==> src/rtl/count_signals_expander_pkg.sv <==
// Shared types and sizing helpers for the count-to-signals expander.
// State encodings are fixed so they stay stable in waveforms and debug taps.
package count_signals_pkg;

  typedef enum logic [1:0] {
    IDLE  = 2'd0,
    PULSE = 2'd1,
    GAP   = 2'd2,
    DONE  = 2'd3
  } state_t;

  localparam int MAX_COUNT_DEF = 4;

  // Bits needed to hold 0..max_val, never less than one.
  function automatic int cnt_w(input int max_val);
    return (max_val < 1) ? 1 : $clog2(max_val + 1);
  endfunction

endpackage

==> src/rtl/count_signals_expander_therm.sv <==
// Combinational count -> thermometer decode; counts above MAX_COUNT give all zeros.
module count_to_thermometer
  import count_signals_pkg::*;
#(
  parameter int MAX_COUNT = MAX_COUNT_DEF,
  parameter int COUNT_W   = 3
) (
  input  logic [COUNT_W-1:0]   count,
  output logic [MAX_COUNT-1:0] therm
);

  logic legal;

  assign legal = (int'(count) <= MAX_COUNT);

  always_comb begin
    therm = '0;
    for (int i = 0; i < MAX_COUNT; i++) begin
      therm[i] = legal && (int'(count) > i);
    end
  end

endmodule

==> src/rtl/count_signals_expander.sv <==
// Expands an accepted count into a held thermometer and a train of pulses ending in done.
// Outputs are decoded from registered state only; in_ready depends on state alone.
module count_signals_expander
  import count_signals_pkg::*;
#(
  parameter int MAX_COUNT = MAX_COUNT_DEF,
  parameter int COUNT_W   = 3,
  parameter int PULSE_GAP = 1
) (
  input  logic                 clk,
  input  logic                 reset,
  input  logic                 in_valid,
  input  logic [COUNT_W-1:0]   in_count,
  output logic                 in_ready,
  output logic [MAX_COUNT-1:0] lanes,
  output logic                 pulse,
  output logic                 busy,
  output logic                 done,
  output logic                 err
);

  localparam int REM_W = cnt_w(MAX_COUNT);
  localparam int GAP_W = cnt_w(PULSE_GAP);

  state_t             state;
  state_t             state_n;
  logic [REM_W-1:0]   remaining;
  logic [GAP_W-1:0]   gap_cnt;
  logic [MAX_COUNT-1:0] therm;
  logic               accept;
  logic               illegal;

  count_to_thermometer #(
    .MAX_COUNT (MAX_COUNT),
    .COUNT_W   (COUNT_W)
  ) u_therm (
    .count (in_count),
    .therm (therm)
  );

  assign accept  = in_valid && (state == IDLE);
  assign illegal = (int'(in_count) > MAX_COUNT);

  always_ff @(posedge clk) begin
    if (reset) begin
      state <= IDLE;
    end else begin
      state <= state_n;
    end
  end

  always_comb begin
    state_n = state;
    case (state)
      IDLE: begin
        if (accept && !illegal) begin
          state_n = (in_count == '0) ? DONE : PULSE;
        end
      end
      PULSE: begin
        if (remaining == REM_W'(1)) begin
          state_n = DONE;
        end else if (PULSE_GAP == 0) begin
          state_n = PULSE;
        end else begin
          state_n = GAP;
        end
      end
      GAP: begin
        if (gap_cnt == GAP_W'(1)) begin
          state_n = PULSE;
        end
      end
      DONE:    state_n = IDLE;
      default: state_n = IDLE;
    endcase
  end

  always_comb begin
    in_ready = (state == IDLE);
    pulse    = (state == PULSE);
    done     = (state == DONE);
    busy     = (state != IDLE);
  end

  // An illegal count only raises err; lanes keep the last legal expansion.
  always_ff @(posedge clk) begin
    if (reset) begin
      lanes     <= '0;
      err       <= 1'b0;
      remaining <= '0;
      gap_cnt   <= '0;
    end else begin
      err <= accept && illegal;
      if (accept && !illegal) begin
        lanes     <= therm;
        remaining <= REM_W'(in_count);
      end
      if (state == PULSE) begin
        remaining <= remaining - REM_W'(1);
        gap_cnt   <= GAP_W'(PULSE_GAP);
      end
      if (state == GAP) begin
        gap_cnt <= gap_cnt - GAP_W'(1);
      end
    end
  end

endmodule

==> config.mk <==
export PLATFORM = sky130hd
export DESIGN_NAME = count_signals_expander
export DESIGN_NICKNAME = d
export VERILOG_FILES = /design/src/rtl/count_signals_expander_pkg.sv /design/src/rtl/count_signals_expander_therm.sv /design/src/rtl/count_signals_expander.sv
export SDC_FILE = /design/constraint.sdc
export NUM_CORES = 1
export LEC_CHECK = 0
export ABC_CLOCK_PERIOD_IN_PS = 1340
export BUFFER_PORTS_ARGS = -buffer_cell sky130_fd_sc_hd__buf_4
export CORE_MARGIN = 2
export CORE_UTILIZATION = 30
export CTS_BUF_LIST = sky130_fd_sc_hd__clkbuf_4 sky130_fd_sc_hd__clkbuf_8
export CTS_CLUSTER_SIZE = 40
export DETAILED_ROUTE_END_ITERATION = 7
export PLACE_DENSITY = 0.57
export SLEW_MARGIN = 40
export SYNTH_ARGS = -nofsm -noshare
export SYNTH_HDL_FRONTEND = slang
export SYNTH_SLANG_ARGS = --single-unit
==> constraint.sdc <==
create_clock -name clk -period 1.34 [get_ports clk]
set_input_delay 0.067 -clock clk [delete_from_list [all_inputs] [get_ports clk]]
set_output_delay 0.067 -clock clk [all_outputs]
set_load 0.05 [all_outputs]
Word level (Yosys, flattened, before mapping). Index checks and enable logic that the tools add are counted.

Equal/unequal tests: 6. Order comparisons: 6. Divide/modulo/power cells: 0. Shifts and indexed selects: 0. Bitwise logic cells: 0. Reductions and logical operators: 14. Add/subtract/negate cells: 2. $mul: 0. Multiplexer cells: 9.

Operator list (count): $pmux 2 s4 (1); $logic_and 1x1->1 (7); $gt 3x1->1 const B (2); $gt 3x2->1 const B (2); $mux 2 (3); $mux 3 (2); $reduce_bool 2->1 (3); $eq 2x2->1 const B (2); $eq 3x1->1 const B (1); $gt 3x3->1 const B (1); $le 3x3->1 const B (1); $logic_not 3->1 (1); $mux 1 (3); $sub 3x1->3 const B (1); $eq 2x1->1 const B (1); $logic_not 2->1 (1); $ne 2x1->1 const B (1); $ne 2x2->1 const B (1); $reduce_and 2->1 (1); $logic_not 1->1 (1); $sub 1x1->1 const B (1).

Bits in writable memories: 0. Input port bits: 6. Bits in read-only memories: 0. Word-level logic and storage cells: 42. Output and inout port bits: 9. Memories: 0. Latch bits: 0. Bits in registers: 11.

Logic depth before layout (Yosys ltp). Gate-level depths: netlist of run 1.

Depth after elaboration: 5. Gate-level depth with buffers: 6. Mapped depth without buffers: 6.

Cells and area by module. A second synthesis of run 1 with hierarchy kept.

Cells, all modules: 77. Area, all modules: 663.1 sq um.

Modules (own cells, without submodules): count_signals_expander (cells an instance 70, instances 1, seq. area each 220.2 sq um, area an instance 621.8 sq um); count_to_thermometer (cells an instance 7, instances 1, seq. area each 0.0 sq um, area an instance 41.3 sq um).

Worst setup path before layout of run 1. Ideal clock, no wire load.

Path kind: flip-flop to flip-flop. From: register state[0]. To: register state[1]. Setup slack: -0.741 ns. Stages on the path, launching flop included: 6. Period minus slack after synthesis: 2.081 ns. Library setup time: 0.121 ns. Data arrival time: 1.961 ns. Required time: 1.219 ns. Buffers on the path: 0. Path through: dfxtp_1 -> inv_1 -> ha_1 -> inv_1 -> o22ai_1 -> mux2_2.

Word-level cells in the longest chain between the ends: 5. Elaborated cells between the ends (all ways): 10. Classes of those cells: eq/ne (5); mux (1); reduce/logical (4).

Ends and longest elaborated chain: start, declared (line count_signals_expander.sv:25) `state_t state;`; start signal, assigned (line count_signals_expander.sv:48) `state <= state_n;`; $logic_not 2->1 (*); via in_ready (line count_signals_expander.sv:14) `output logic in_ready,`; $logic_and 1x1->1 (line count_signals_expander.sv:41) `assign accept = in_valid && (state == IDLE);`; $logic_and 1x1->1 (line count_signals_expander.sv:56) `if (accept && !illegal) begin`; $ne 2x1->1 (no source line); $reduce_and 2->1 (no source line).

The timed path passes the listed nets; every way through them passes the cells marked *. A chain may end at the register's enable or synchronous reset.

Worst setup path in the final report of run 1.
From: register state[0]. To: register state[1].

Word-level cells in the longest chain between the ends: 5. Elaborated cells between the ends (all ways): 10. Classes of those cells: eq/ne (5); mux (1); reduce/logical (4).

Ends and longest elaborated chain (line): $logic_not 2->1 (count_signals_expander.sv:41, count_signals_expander.sv:54); $logic_and 1x1->1 (count_signals_expander.sv:41); $logic_and 1x1->1 (count_signals_expander.sv:56); $ne 2x1->1 (no source line); $reduce_and 2->1 (no source line).

Several ways; a longest one is shown, not always the timed one.

==> results of run 1 <==
-- critical path, cell delays in order (launching register included) --
cell and delay, ns:
dfxtp_4 0.36, inv_4 0.07, ha_4 0.18, clkinvlp_4 0.12
o22ai_4 0.12, mux2_4 0.31
-- power by group --
part	internal [mW]	total, mW	switching [mW]
registers	0.401	0.458	0.0569
logic	0.357	0.816	0.459
clock network	0.135	0.249	0.113
total	0.894	1.52	0.629
-- layout make-up --
class / instances / area, µm² / area share, %
repair buffers: 24 / 193 / 21.4
clock buffers: 4 / 30.0 / 3.33
flip-flops and latches: 11 / 225 / 25.0
well taps: 27 / 33.8 / 3.75
multi-input cells: 46 / 379 / 42.1
inverters: 9 / 40.0 / 4.44
-- metrics by stage --
step | instances | instance area, µm²
after floorplan | 69 | 648
after global placement | 116 | 845
after detailed placement | 116 | 845
after CTS | 120 | 875
after global routing | 121 | 901
final | 121 | 901
-- registers in the layout (all words and copies together) (netlist names) --
register   count
err            1
gap_cnt        1
lanes          4
remaining      3
state          2
-- Yosys cell counts --
cell type | instances | area (µm²)
buf_6 | 1 | 11.3
nor2_1 | 5 | 18.8
o211ai_1 | 1 | 7.51
nand2_1 | 5 | 18.8
nand3b_1 | 1 | 7.51
inv_1 | 9 | 33.8
o21ai_0 | 2 | 10.0
clkbuf_1 | 1 | 3.75
mux2_2 | 1 | 11.3
and4b_2 | 1 | 11.3
a211oi_1 | 5 | 37.5
nand3_1 | 1 | 5.00
nor3_2 | 1 | 10.0
and3b_1 | 1 | 8.76
a21oi_1 | 3 | 15.0
nor2b_1 | 2 | 12.5
or2_2 | 1 | 6.26
nor3_1 | 4 | 20.0
a2111oi_2 | 1 | 15.0
mux2i_1 | 1 | 10.0
ha_1 | 8 | 100
a32oi_1 | 1 | 8.76
o22ai_1 | 1 | 6.26
buf_4 | 1 | 7.51
dfxtp_1 | 11 | 220
-- path summary, 6_finish.rpt --
check	to	slack, ns	cells after the start
hold / removal	state[0]	0.06	2
hold reg to reg	lanes[3]	0.46	2
setup reg to reg	state[1]	0.07	5
setup / recovery	state[1]	0.07	5
-- metal layers --
metal | global-route usage [%] | vias up | routed length, µm
met5 | 0 | - | 0
met4 | 4.29 | 0 | 16
met3 | 3.07 | 2 | 66
met2 | 16.4 | 13 | 553
met1 | 14.8 | 251 | 613
li1 | - | 288 | -
-- kinds of logic after synthesis --
| kind of cell | Yosys count | share of synthesized area, % |
|---|---|---|
| mux | 2 | 3.45 |
| compound gates | 14 | 16.2 |
| flops | 11 | 35.7 |
| buf+inv | 12 | 9.13 |
| fa+ha+maj | 8 | 16.2 |
| simple gates | 22 | 19.3 |
-- what timing repair did --
item | 4_1_cts | 5_1_grt
setup endpoints to repair | 0 | 8
resized for setup | 0 | 6
buffers inserted | 0 | 1
==> flow_summary.ini, run 1 <==
[run_status]
status = complete, no violations

[timing]
fin_crit_sh_pct = 94.8
period_needed_ns = 1.27
finalHoldViolCount = 0
slew-limit-headroom_pct = 83.8
finalWorstSetupSlack_ns = 0.0693
max_freq_mhz = 787
finClkSkew_ns = 0.00244
slew_violations = 0
worst_pin_slew_ns = 0.242
tns_ns = 0
hold_slack_ns = 0.0601
setup_violations = 0

[die]
num_rows = 16
initial_utilization_pct = 31.8
die_area_mm2 = 0.00243
ios = 15
die_height_um = 49.3
die_w_um = 49.3
coreArea_mm2 = 0.00194

[global_routing]
grt_max_degree = 13
antenna_found_initial = 0
grt_pass1_wl_um = 2050
grt_pass1_vias = 484
gr-total-overflow = 0
grt_use_total_pct = 11.0

[finish]
area_delta_synth_final_pct = 46.0
fillers = 209
layout_commonest_cell = buf_4
layout-drive-gt1-share_pct = 46.8
nets = 109
mostFrequentLayoutCells = 23 x buf_4, 9 x dfxtp_1, 6 x inv_1, 6 x ha_1
utilization_pct = 46.4
antennaDiodeCount = 0

[placement]
place_ws_ns = -0.117
io_buffers = 14
gp_congestion = 0.720
dp_hpwl_um = 973

[clock_tree]
clkLatencyLatePin_ns = 0.27
clkTransAtPathRegs_ns = 0.07
cts_buffers = 3
cts.htree.levels = 1
cts_sinks = 11
tritoncts = built
cts_root_buffer = clkbuf_4
cts_hold_buf = 0
clockBufferDepth = 2

[synth]
syn_inst = 69
avgSynthCellArea_um2 = 8.94
synth-seq-cells = 11
yosysWarningCount = 0
synth_cell_types = 25
ys_seq_area_share_pct = 35.7
synth_area_um2 = 617
syn_nets = 83

[pwr]
vdd_drop_max_mv = 0.787
power-per-cell-area_mw_per_mm2 = 1690
power.total_mw = 1.52
p_leak_nw = 0.397

[detailed_routing]
routed_wl_um = 1250
num_vias = 554
wire_per_inst_um = 10.3
dr.pass1.iters = 4
ant_nets = 0
routed_via_density = 4.58
drc = 0
drt-initial-drc-count = 4

[job]
drv_cap = 0

[setup_path]
cp-startpoint = state[0]
critPathMaxFanout = 6
critPathKind = flop to flop
worstPathRequired_ns = 1.50
worstReg2RegStart = state[0]
cp-end-kind = flop
critical_path_arrival_ns = 1.43
startpoint_type = flop

[hold_path]
hold_class = input port to flop
hp-start = reset
Power figures use the tool's default switching activity.
==> inputs of run 2 (changes only) <==
Settings changed: CAP_MARGIN from default to 10, RECOVER_POWER from default to 100.
==> run 2 against run 1 <==
Compared with the run above: die area stayed put; flip-flop and latch count stayed put; register-to-register slack hardly changed; combinational power is 2% lower; via count stayed put; maximum frequency is 0.36% higher; count of clock-buffer cells in the layout stayed put; critical path depth stayed put; non-clock buffer count stayed put; total power is 1.2% lower; clock power hardly changed; largest power group unchanged.
==> flow_summary.ini, run 2 (synthesis results as in run 1) <==
[timing]
period_needed_ns = 1.27
setup_violations = 0
slew-limit-headroom_pct = 60.6
tns_ns = 0
worst_pin_slew_ns = 0.594
fin_crit_sh_pct = 94.5
finalHoldViolCount = 0
max_freq_mhz = 790
hold_slack_ns = 0.0604
slew_violations = 0
finalWorstSetupSlack_ns = 0.0739
finClkSkew_ns = 0.00251

[setup_path]
worst_path_max_delay_cell = dfxtp_4
startpoint_type = flop
worstPathRequired_ns = 1.50
cp-end-kind = flop
crit_path_max_incr_delay_ns = 0.36
cp_num_buf_inv = 2
critical_path_arrival_ns = 1.43
critPathKind = flop to flop
r2r_slack_ns = 0.07
path_cells = inv_4, ha_4, clkinvlp_4, o22ai_4, mux2_4
critPathTopFamily = flip-flops
critPathMaxFanout = 6

[finish]
mostFrequentLayoutCells = 16 x buf_4, 10 x dfxtp_1, 6 x inv_1, 6 x ha_1
largest_reg_flops = 4
reg_top3 = lanes: 4 flops, remaining: 3 flops, state: 2 flops
layout.cells.non_filler = 121
antennaDiodeCount = 0
utilization_pct = 45.2
nets = 109
layout-drive-gt1-share_pct = 40.4
final_area_um2 = 878
top_register = lanes
multi_input_area_um2 = 379
layout_commonest_cell = buf_4
fillers = 214
area_delta_synth_final_pct = 42.4
regArea_um2 = 224

[pwr]
vdd_drop_max_mv = 0.783
p_leak_nw = 0.375
power-per-cell-area_mw_per_mm2 = 1710
power.total_mw = 1.50

[clock_tree]
clkTransAtPathRegs_ns = 0.07
cts.htree.levels = 1
tritoncts = built
cts_root_buffer = clkbuf_4
cts_sinks = 11
clockBufferDepth = 2
clkLatencyLatePin_ns = 0.27
cts_buffers = 3
cts_hold_buf = 0

[detailed_routing]
routed_wl_um = 1240
route.met3.wl_um = 63
wire_per_inst_um = 10.3
dr_wl_met2_um = 555
drc = 0
ant_nets = 0
drt-initial-drc-count = 7
wl_met1_um = 606
topRoutingLayerUsed = met4
num_vias = 554
routed_via_density = 4.58
dr.pass1.iters = 4

[placement]
dp_hpwl_um = 973
io_buffers = 14
gp_congestion = 0.720
dp.cells = 116
dpl_cell_area_um2 = 845
place_ws_ns = -0.117

[global_routing]
grt_max_degree = 13
grt_pass1_wl_um = 2050
antenna_found_initial = 0
grt_pass1_vias = 484
grt_use_total_pct = 11.0
gr-total-overflow = 0

[die]
die_w_um = 49.3
die_height_um = 49.3
ios = 15
coreArea_mm2 = 0.00194
initial_utilization_pct = 31.8
die_area_mm2 = 0.00243
num_rows = 16

[job]
drv_cap = 0

[hold_path]
hold_class = input port to flop

[run_status]
status = complete, no violations
[run 2: changes by cell type in the layout (fill, tap and decap cells not counted)]
cell / change
buf_4: -7
dfxtp_1: +1
clkbuf_2: +1
clkbuf_4: +1
dfxtp_2: -1
clkbuf_1: +5
[run 2: path summary, 6_finish.rpt]
check | startpoint | to | cells after the start
setup / recovery | state[0] | state[1] | 5
hold / removal | reset | state[0] | 2
setup reg to reg | state[0] | state[1] | 5
hold reg to reg | lanes[3] | lanes[3] | 2
[run 2: per-layer routing]
metal | up-vias | track usage (%)
met2 | 15 | 16.4
met3 | 2 | 3.07
li1 | 289 | -
met5 | - | 0
met4 | 0 | 4.29
met1 | 248 | 14.8
[run 2: area by class of cell]
type,instances,share of cell area [%]
multi-input combinational,46,43.2
sequential,11,25.5
timing repair buffer,24,19.5
inverter,9,4.56
tap,27,3.85
clock buffer,4,3.42
[run 2: worst register-to-register path: cells and delay by family, from the launching register on]
family / cells / cell delay, ns
compound gates: 1 / 0.12
fa+ha+maj: 1 / 0.18
flops: 1 / 0.36
buf+inv: 2 / 0.19
mux: 1 / 0.31
[run 2: where the power goes]
part           total (mW)  leakage [nW]  internal, mW  switching (mW)
clock network       0.249        0.0184         0.135           0.113
logic               0.799         0.265         0.340           0.458
registers           0.457        0.0912         0.401          0.0565
total                1.50         0.375         0.876           0.628
[run 2: timing repair]
action                                  CTS  global route
hold endpoints to repair                  0             0
endpoints found under the setup margin    0             8
resized for setup                         0             6
setup buffers                             0             1
